[config.mk]
export PLATFORM = sky130hd
export DESIGN_NAME = pc_sequencer
export DESIGN_NICKNAME = d
export VERILOG_FILES = /design/src/rtl/pc_sequencer.sv
export SDC_FILE = /design/constraint.sdc
export NUM_CORES = 1
export LEC_CHECK = 0
export CAP_MARGIN = 25
export CORE_AREA = 4 4 49 68
export DETAILED_ROUTE_END_ITERATION = 16
export DIE_AREA = 0 0 53 72
export PLACE_DENSITY = 0.75
export SLEW_MARGIN = 20
export SYNTH_ARGS = -nofsm -noshare
export SYNTH_HDL_FRONTEND = slang
export SYNTH_SLANG_ARGS = --single-unit
[constraint.sdc]
create_clock -name clk -period 2.3 [get_ports clk]
set_clock_uncertainty 0.15 [all_clocks]
set_input_delay 0.345 -clock clk [delete_from_list [all_inputs] [get_ports clk]]
set_output_delay 0.345 -clock clk [all_outputs]
set_load 0.03 [all_outputs]
[src/rtl/pc_sequencer.sv]
// Program-counter sequencer: holds the fetch address and advances it by increment, jump or call/return.
// Latency: the new pc is visible the cycle after fire (pc_valid & pc_ready); back-to-back fires give one address per cycle.
// Backpressure: while pc_ready is low, pc and pc_valid hold and jump/call/ret/halt are ignored.
//
// Ports:
//   clk, rst_n           clock, asynchronous active-low reset
//   jump, jump_addr      on fire, load jump_addr (jump_addr comes from the 2:1 target mux)
//   call, ret            on fire, push pc+1 and jump / pop into pc (PC_STACK_EN builds only)
//   halt                 on fire, stop presenting addresses after this one
//   pc, pc_valid         fetch address and its valid flag
//   pc_ready             fetch stage accepts pc this cycle
//   stack_err            sticky return-stack overflow/underflow flag
//
// Build option: define PC_STACK_EN to build the return stack. Without it, call and ret
// are ignored and stack_err is tied 0.
module pc_sequencer #(
  parameter int               WIDTH       = 16,
  parameter logic [WIDTH-1:0] RESET_ADDR  = '0,
  parameter int               STACK_DEPTH = 8
) (
  input  logic             clk,
  input  logic             rst_n,
  input  logic             jump,
  input  logic [WIDTH-1:0] jump_addr,
  input  logic             call,
  input  logic             ret,
  input  logic             halt,
  output logic [WIDTH-1:0] pc,
  output logic             pc_valid,
  input  logic             pc_ready,
  output logic             stack_err
);

  typedef enum logic [1:0] {
    ST_RESET  = 2'd0,
    ST_RUN    = 2'd1,
    ST_HALTED = 2'd2
  } state_t;

  localparam logic [WIDTH-1:0] PC_ONE = 1;

  state_t           state, state_nxt;
  logic [WIDTH-1:0] pc_nxt;
  logic [WIDTH-1:0] pc_inc;
  logic             fire;

  // pc_valid is a pure function of the state register, so it never glitches
  // and cannot be withdrawn between cycles unless a fire moved the FSM.
  assign pc_valid = (state == ST_RUN);
  assign fire     = pc_valid & pc_ready;
  assign pc_inc   = pc + PC_ONE;   // wraps modulo 2**WIDTH

`ifdef PC_STACK_EN
  localparam int             SPW     = $clog2(STACK_DEPTH);
  localparam logic [SPW:0]   SP_ONE  = 1;
  localparam logic [SPW:0]   SP_FULL = (SPW+1)'(STACK_DEPTH);
  localparam logic [SPW-1:0] IDX_ONE = 1;

  logic [WIDTH-1:0] stack [STACK_DEPTH];
  logic [SPW:0]     sp, sp_nxt;       // number of live entries, 0..STACK_DEPTH
  logic [SPW-1:0]   wr_idx, top_idx;
  logic             err, err_nxt;
  logic             push;

  assign wr_idx    = sp[SPW-1:0];
  assign top_idx   = wr_idx - IDX_ONE;
  assign stack_err = err;
`else
  // call/ret and the depth setting have no function in this build.
  logic unused_stack_ins;
  assign unused_stack_ins = call | ret | (STACK_DEPTH == 0);
  assign stack_err        = 1'b0;
`endif

  always_comb begin
    state_nxt = state;
    pc_nxt    = pc;
`ifdef PC_STACK_EN
    sp_nxt    = sp;
    err_nxt   = err;
    push      = 1'b0;
`endif
    case (state)
      ST_RESET: state_nxt = ST_RUN;
      ST_RUN: begin
        if (fire) begin
          // The accepted address still advances when halting.
          if (halt) state_nxt = ST_HALTED;
`ifdef PC_STACK_EN
          if (ret) begin
            if (sp != '0) begin
              pc_nxt = stack[top_idx];
              sp_nxt = sp - SP_ONE;
            end else begin
              pc_nxt  = pc_inc;
              err_nxt = 1'b1;
            end
          end else if (call) begin
            // A call into a full stack still jumps; only the push is lost.
            pc_nxt = jump_addr;
            if (sp != SP_FULL) begin
              push   = 1'b1;
              sp_nxt = sp + SP_ONE;
            end else begin
              err_nxt = 1'b1;
            end
          end else
`endif
          if (jump) pc_nxt = jump_addr;
          else      pc_nxt = pc_inc;
        end
      end
      ST_HALTED: if (!halt) state_nxt = ST_RUN;
      default:   state_nxt = ST_RESET;
    endcase
  end

  always_ff @(posedge clk or negedge rst_n) begin
    if (!rst_n) begin
      state <= ST_RESET;
      pc    <= RESET_ADDR;
    end else begin
      state <= state_nxt;
      pc    <= pc_nxt;
    end
  end

`ifdef PC_STACK_EN
  always_ff @(posedge clk or negedge rst_n) begin
    if (!rst_n) begin
      sp  <= '0;
      err <= 1'b0;
    end else begin
      sp  <= sp_nxt;
      err <= err_nxt;
    end
  end

  // Storage needs no reset: entries are only read below the pointer.
  always_ff @(posedge clk) begin
    if (push) stack[wr_idx] <= pc_inc;
  end
`endif

endmodule

==> results of run 1 <==
==> placed cells by master, fill, tap and decap left out, types with 2 or more instances in the layout <==
cell type,count
a21oi_1,17
a31oi_1,4
buf_4,5
clkbuf_8,4
clkdlybuf4s50_1,37
dfrtp_1,18
inv_1,2
mux2i_1,3
nand2_1,10
nand3_1,7
nand4_1,3
nor2_1,7
nor2b_1,3
nor3_1,3
nor4_1,4
o21a_1,2
o21ai_0,13
o2bb2ai_1,2
o31ai_1,3
==> sequential cells by signal, summed over array words and instances, names as in the netlist <==
signal,flops
pc,16
state,2
==> cells by family after synthesis <==
kind of cell	count (synthesis)	share of synthesized area, %
simple gates	48	25.58
compound gates	49	26.01
flops	18	39.52
mux	3	2.635
buf+inv	12	4.830
fa+ha+maj	1	1.098
other cells	1	0.3290
==> per-stage QoR <==
step / utilization (%) / setup WS (ns) / instances
finish: 57.51 / 0.2794 / 206
global route: 57.51 / 0.1507 / 206
CTS: 57.51 / 0.2671 / 206
detailed placement: 55.54 / 0.2749 / 202
global placement: 55.54 / 0.2712 / 202
floorplan: - / 0.4187 / 132
==> where the power goes <==
part	switching [W]	internal (W)	total, W
Sequential	0.000135	0.000397	0.000532
Combinational	0.000345	0.000262	0.000607
Clock	0.000116	0.000153	0.000269
==> metal layers <==
| layer | share of wire, % | global-route usage [%] | vias up | wire length [µm] |
|---|---|---|---|---|
| met5 | 0 | 0 | - | 0 |
| met4 | 1.8 | 7.670 | 0 | 55 |
| met3 | 6.2 | 3.285 | 5 | 186 |
| met2 | 50 | 28.59 | 35 | 1481 |
| met1 | 42 | 21.18 | 540 | 1256 |
| li1 | - | - | 570 | - |
==> area by class of cell <==
class	instances	area, µm²	area share (%)
Clock buffer	4	55.05	3.429
Inverter	3	11.26	0.7015
Multi-Input combinational cell	102	634.4	39.52
Sequential cell	18	450.4	28.06
Tap cell	37	46.29	2.884
Timing Repair Buffer	42	407.9	25.41
==> final timing paths <==
path                          start  endpoint  slack (ns)
min reg2reg                  pc[15]    pc[15]        0.39
max                        state[0]  pc_valid        0.28
max in group asynchronous     rst_n  state[0]        1.52
min                           rst_n    pc[11]        0.27
max reg2reg                   pc[0]    pc[14]        0.40
min in group clk             pc[15]    pc[15]        0.39
==> critical path, delay by kind of cell (launching register included) <==
kind	cells	cell delay, ns
flops	1	0.42
buf+inv	1	0.68
simple gates	1	0.17
==> metrics, run 1 <==
run status complete, no violations; setup-violating endpoint count in the final report 0; most numerous cell in the Yosys netlist dfrtp_1; diode insertion count for antenna repair 0; sequence of cells on the critical path nor2b_1, clkdlybuf4s50_1; cell types with the highest counts after synthesis 18 x dfrtp_1, 17 x a21oi_1, 13 x o21ai_0; total global routing overflow 0; unrepaired setup endpoints after global routing no; Clock Tree Root clkbuf_8; area of the die 3816 µm²; htree depth 1; power density relative to cell area slightly below 900 nW/µm²; post-route minimum period just over 2 ns; Post-CTS Setup Bufs 0; summed instance area of the synthesized netlist 1140 µm²; critical-path maximum fanout 6; number of global-route vias before repair 1100; pin count of the biggest net entering global routing 19; quantity of hold-fixing buffers added after cts 0; share of the clock period used by the worst path after layout ~88%; leakage power 0.5857 nW; ports placed on the boundary slightly above 40; maximum cell stage delay along the critical path ~0.7 ns; total number of clock tree sinks 18; worst-case reg-to-reg path depth 5; wire length of the first global-routing pass 5002 µm; top-area cell type share of the netlist area about 40%; total via count in the routed design 1150; cell area after placement 1550 µm²; number of buffers inserted by port buffering 37; DRT antenna net count 0; synthesized instance count 132; total of cells resized after clock tree synthesis 0; arrival time at the worst endpoint about 1.5 ns; placement row count 23; power consumption between 0.001 and 0.0015 W; first-pass iteration count of the detailed router 4; fraction of final layout cells with drive strength greater than 1 under 10%; Slowest cell on crit path clkdlybuf4s50_1; Req. time, crit path 1.80 ns; area growth from synthesis to layout 40.83%; final-report hold violation count 0; max-cap viol count 0; total clock buffers created by CTS 3; launching element type of the critical path register; post-synthesis cell type count 42; total half-perimeter wirelength after legalization and detailed placement between 2000 and 2500 µm; clock-pin slew reported for the worst setup and hold paths after clock tree synthesis ~0.070 ns; clock latency on the worst-skew pair 0.26 ns; routability congestion estimate from global placement ~0.79; Post-Route WL between 2000 and 3000 µm; initial antenna violation count 0; Achievable Freq a little under 500 MHz; clk buf depth 2; Hold Path Class input pin to asynchronous set/reset pin; aggregate negative setup slack 0 ns; endpoint class of the critical path output pin; cell taking the most area after synthesis dfrtp_1; Max rail drop VDD around 0.44 mV; Syn Area/Cell 8.635 µm²; Die Wd between 50 and 60 µm; count of synthesis-stage warnings from yosys 0; starting density of the core 40.83%; most used flip-flop cell after synthesis dfrtp_1; Post-Layout Inst Area 1605 µm²; final routed wire length divided by cell count roughly 14 µm; placeable core region about 2800 µm²; fraction of registers with async set or reset after synthesis between 90% and 100%; net count after synthesis between 150 and 200; height of the chip a little over 70 µm; final count of pins violating max slew 0; sequential area share after synthesis between 30% and 40%; all-layer global routing usage 17.21%; number of synthesized register bits 18; number of nets in the layout approximately 190; kind of critical path register to output pin; DRC violation count after routing 0; fill cell count between 200 and 300; number of synthesized flops with an enable pin 0; cells taking the most area after synthesis dfrtp_1 40%, a21oi_1 7.5%, o21ai_0 5.7%; drt via density ~5.6; CTS tree built; violation count after the first detailed-route iteration 11; WHS approximately 0.27 ns
Note: power is estimated with default switching activity, not from simulation.
==> run 2: changes to the inputs <==
Settings changed: CAP_MARGIN 25 to 30.
==> results of run 2 <==
The final DEF is identical to that of run 1; final timing and power are the same.
==> run 3: changes to the inputs <==
Settings changed: CORE_AREA 4 4 49 68 to 2 2 43 61, DIE_AREA 0 0 53 72 to 0 0 45 63, DONT_BUFFER_PORTS set to 1, PLACE_DENSITY 0.75 to not set.
==> run 3 against run 2 <==
Against the previous run:
- count of clock-buffer cells in the layout did not move
- worst setup slack improved by 0.097 ns
- clock power fell by 25%
- final area fell by 22%
- first-iteration DRC count rose by 100%
- critical endpoint is now pc[14]
- largest cell class unchanged
==> metrics, run 3 (synthesis gave the netlist of run 1 again) <==
kind of critical path register to register; largest registers pc (16), state (2); WHS about 0.036 ns; arrival time at the worst endpoint a little under 2 ns; commonest cells after routing, fill and taps aside 18 x dfrtp_1, 17 x a21oi_1, 13 x o21ai_0; unrepaired setup endpoints after global routing no; drt via density around 6.6; aggregate negative setup slack 0 ns; Post-CTS Setup Bufs 0; violation count after the first detailed-route iteration 22; worst path buffer plus inverter count 0; CTS tree built; number of nets in the layout around 160; DRT antenna net count 0; height of the chip around 63 µm; number of flip-flops in the largest register 16; total clock buffers created by CTS 3; total of cells resized after clock tree synthesis 0; total half-perimeter wirelength after legalization and detailed placement 1958 µm; placeable core region around 2300 µm²; number of global-route vias before repair 1049; endpoint class of the critical path register; Slowest cell on crit path dfrtp_1; ports placed on the boundary 41; leakage power 0.4639 nW; number of buffers inserted by port buffering 0; Post-Layout Inst Area about 1300 µm²; critical-path maximum fanout 7; htree depth 1; power consumption 0.001212 W; routability congestion estimate from global placement around 0.77; total global routing overflow 0; Clock Tree Root clkbuf_4; placement row count 21; clock latency on the worst-skew pair roughly 0.30 ns; Die Wd roughly 45 µm; Achievable Freq between 500 and 600 MHz; utilization after layout between 50% and 60%; post-route minimum period approximately 1.9 ns; initial antenna violation count 0; DRC violation count after routing 0; final count of pins violating max slew 0; Worst Max-Slew Pin Slew ~0.84 ns; pin count of the biggest net entering global routing 28; area of the die 2835 µm²; cell area after placement 1192 µm²; launching element type of the critical path register; starting density of the core around 49%; total number of clock tree sinks 18; Max rail drop VDD approximately 0.49 mV; maximum cell stage delay along the critical path about 0.67 ns; final routed wire length divided by cell count ~17 µm; commonest non-fill, non-tap cell in the layout dfrtp_1; total via count in the routed design 1070; Max-slew headroom a little over two fifths; share of the clock period used by the worst path after layout 83.62%; all-layer global routing usage a little over a fifth; Hold Path Class input pin to register; max-cap viol count 0; sequence of cells on the critical path nand4_1, nor4_2, mux2i_1, nand3_1; fraction of final layout cells with drive strength greater than 1 about an eighth; clk buf depth 2; final-report hold violation count 0; critical path's top delay family simple AND/OR/NAND/NOR gates; top register by number of flip-flops pc; first-pass iteration count of the detailed router 4; wire length of the first global-routing pass between 4000 and 5000 µm; setup-violating endpoint count in the final report 0; diode insertion count for antenna repair 0; power density relative to cell area about 960 nW/µm²; clock-pin slew reported for the worst setup and hold paths after clock tree synthesis between 0.1 and 0.15 ns; run status complete, no violations; area growth from synthesis to layout 10.43%; Post-Route WL 2761 µm; Req. time, crit path 2.34 ns
run 3: changes by cell type in the layout (fill, tap and decap cells not counted):
| cell | previous run | this run |
|---|---|---|
| buf_4 | 5 | 9 |
| clkbuf_4 | 0 | 3 |
| clkbuf_8 | 4 | 1 |
| clkdlybuf4s50_1 | 37 | 0 |
| dlygate4sd3_1 | 0 | 3 |
run 3: report_power, final:
group          internal, W  total [W]  switching, W  leakage, nW
clock            0.0000964   0.000201      0.000105       0.0210
sequential        0.000395   0.000564      0.000169        0.207
combinational     0.000153   0.000446      0.000293        0.236
total             0.000645    0.00121      0.000567        0.464
run 3: worst paths after layout:
check                          from  slack (ns)  cells past startpoint        to
setup / recovery              pc[3]        0.38                      4    pc[14]
hold / removal                 halt        0.04                      1  state[1]
setup reg to reg              pc[3]        0.38                      4    pc[14]
hold reg to reg            state[1]        0.46                      2  state[1]
max in group asynchronous     rst_n        1.05                      1    pc[12]
min in group asynchronous     rst_n        0.43                      1     pc[7]
run 3: area by class of cell:
class	count	area, µm²
timing repair buffer	12	97.59
multi-input combinational	102	634.4
fill	228	1054
clock buffer	4	36.28
sequential	18	450.4
inverter	3	11.26
tap	23	28.78
run 3: per-layer routing:
metal / up-vias / track usage, % / wire (µm)
li1: 514 / - / -
met1: 511 / 27.73 / 1118
met2: 41 / 36.43 / 1437
met3: 4 / 4.335 / 172
met4: 0 / 5.515 / 32
met5: - / 0 / 0
run 3: repair_timing:
action,in CTS,in global routing
hold endpoints to repair,19,0
hold buffers,3,0
setup endpoints to repair,0,0
run 3: worst reg2reg max path: stages, from the launching register on:
cell and delay, ns:
dfrtp_1 0.67, nand4_1 0.34, nor4_2 0.36, mux2i_1 0.22, nand3_1 0.08
run 3: per-stage QoR:
| stage | std cells | worst slack [ns] |
|---|---|---|
| finish | 162 | 0.3767 |
| global route | 162 | 0.2206 |
| CTS | 162 | 0.3778 |
| detailed placement | 155 | 0.3940 |
| global placement | 155 | 0.4084 |
| floorplan | 132 | 0.4187 |
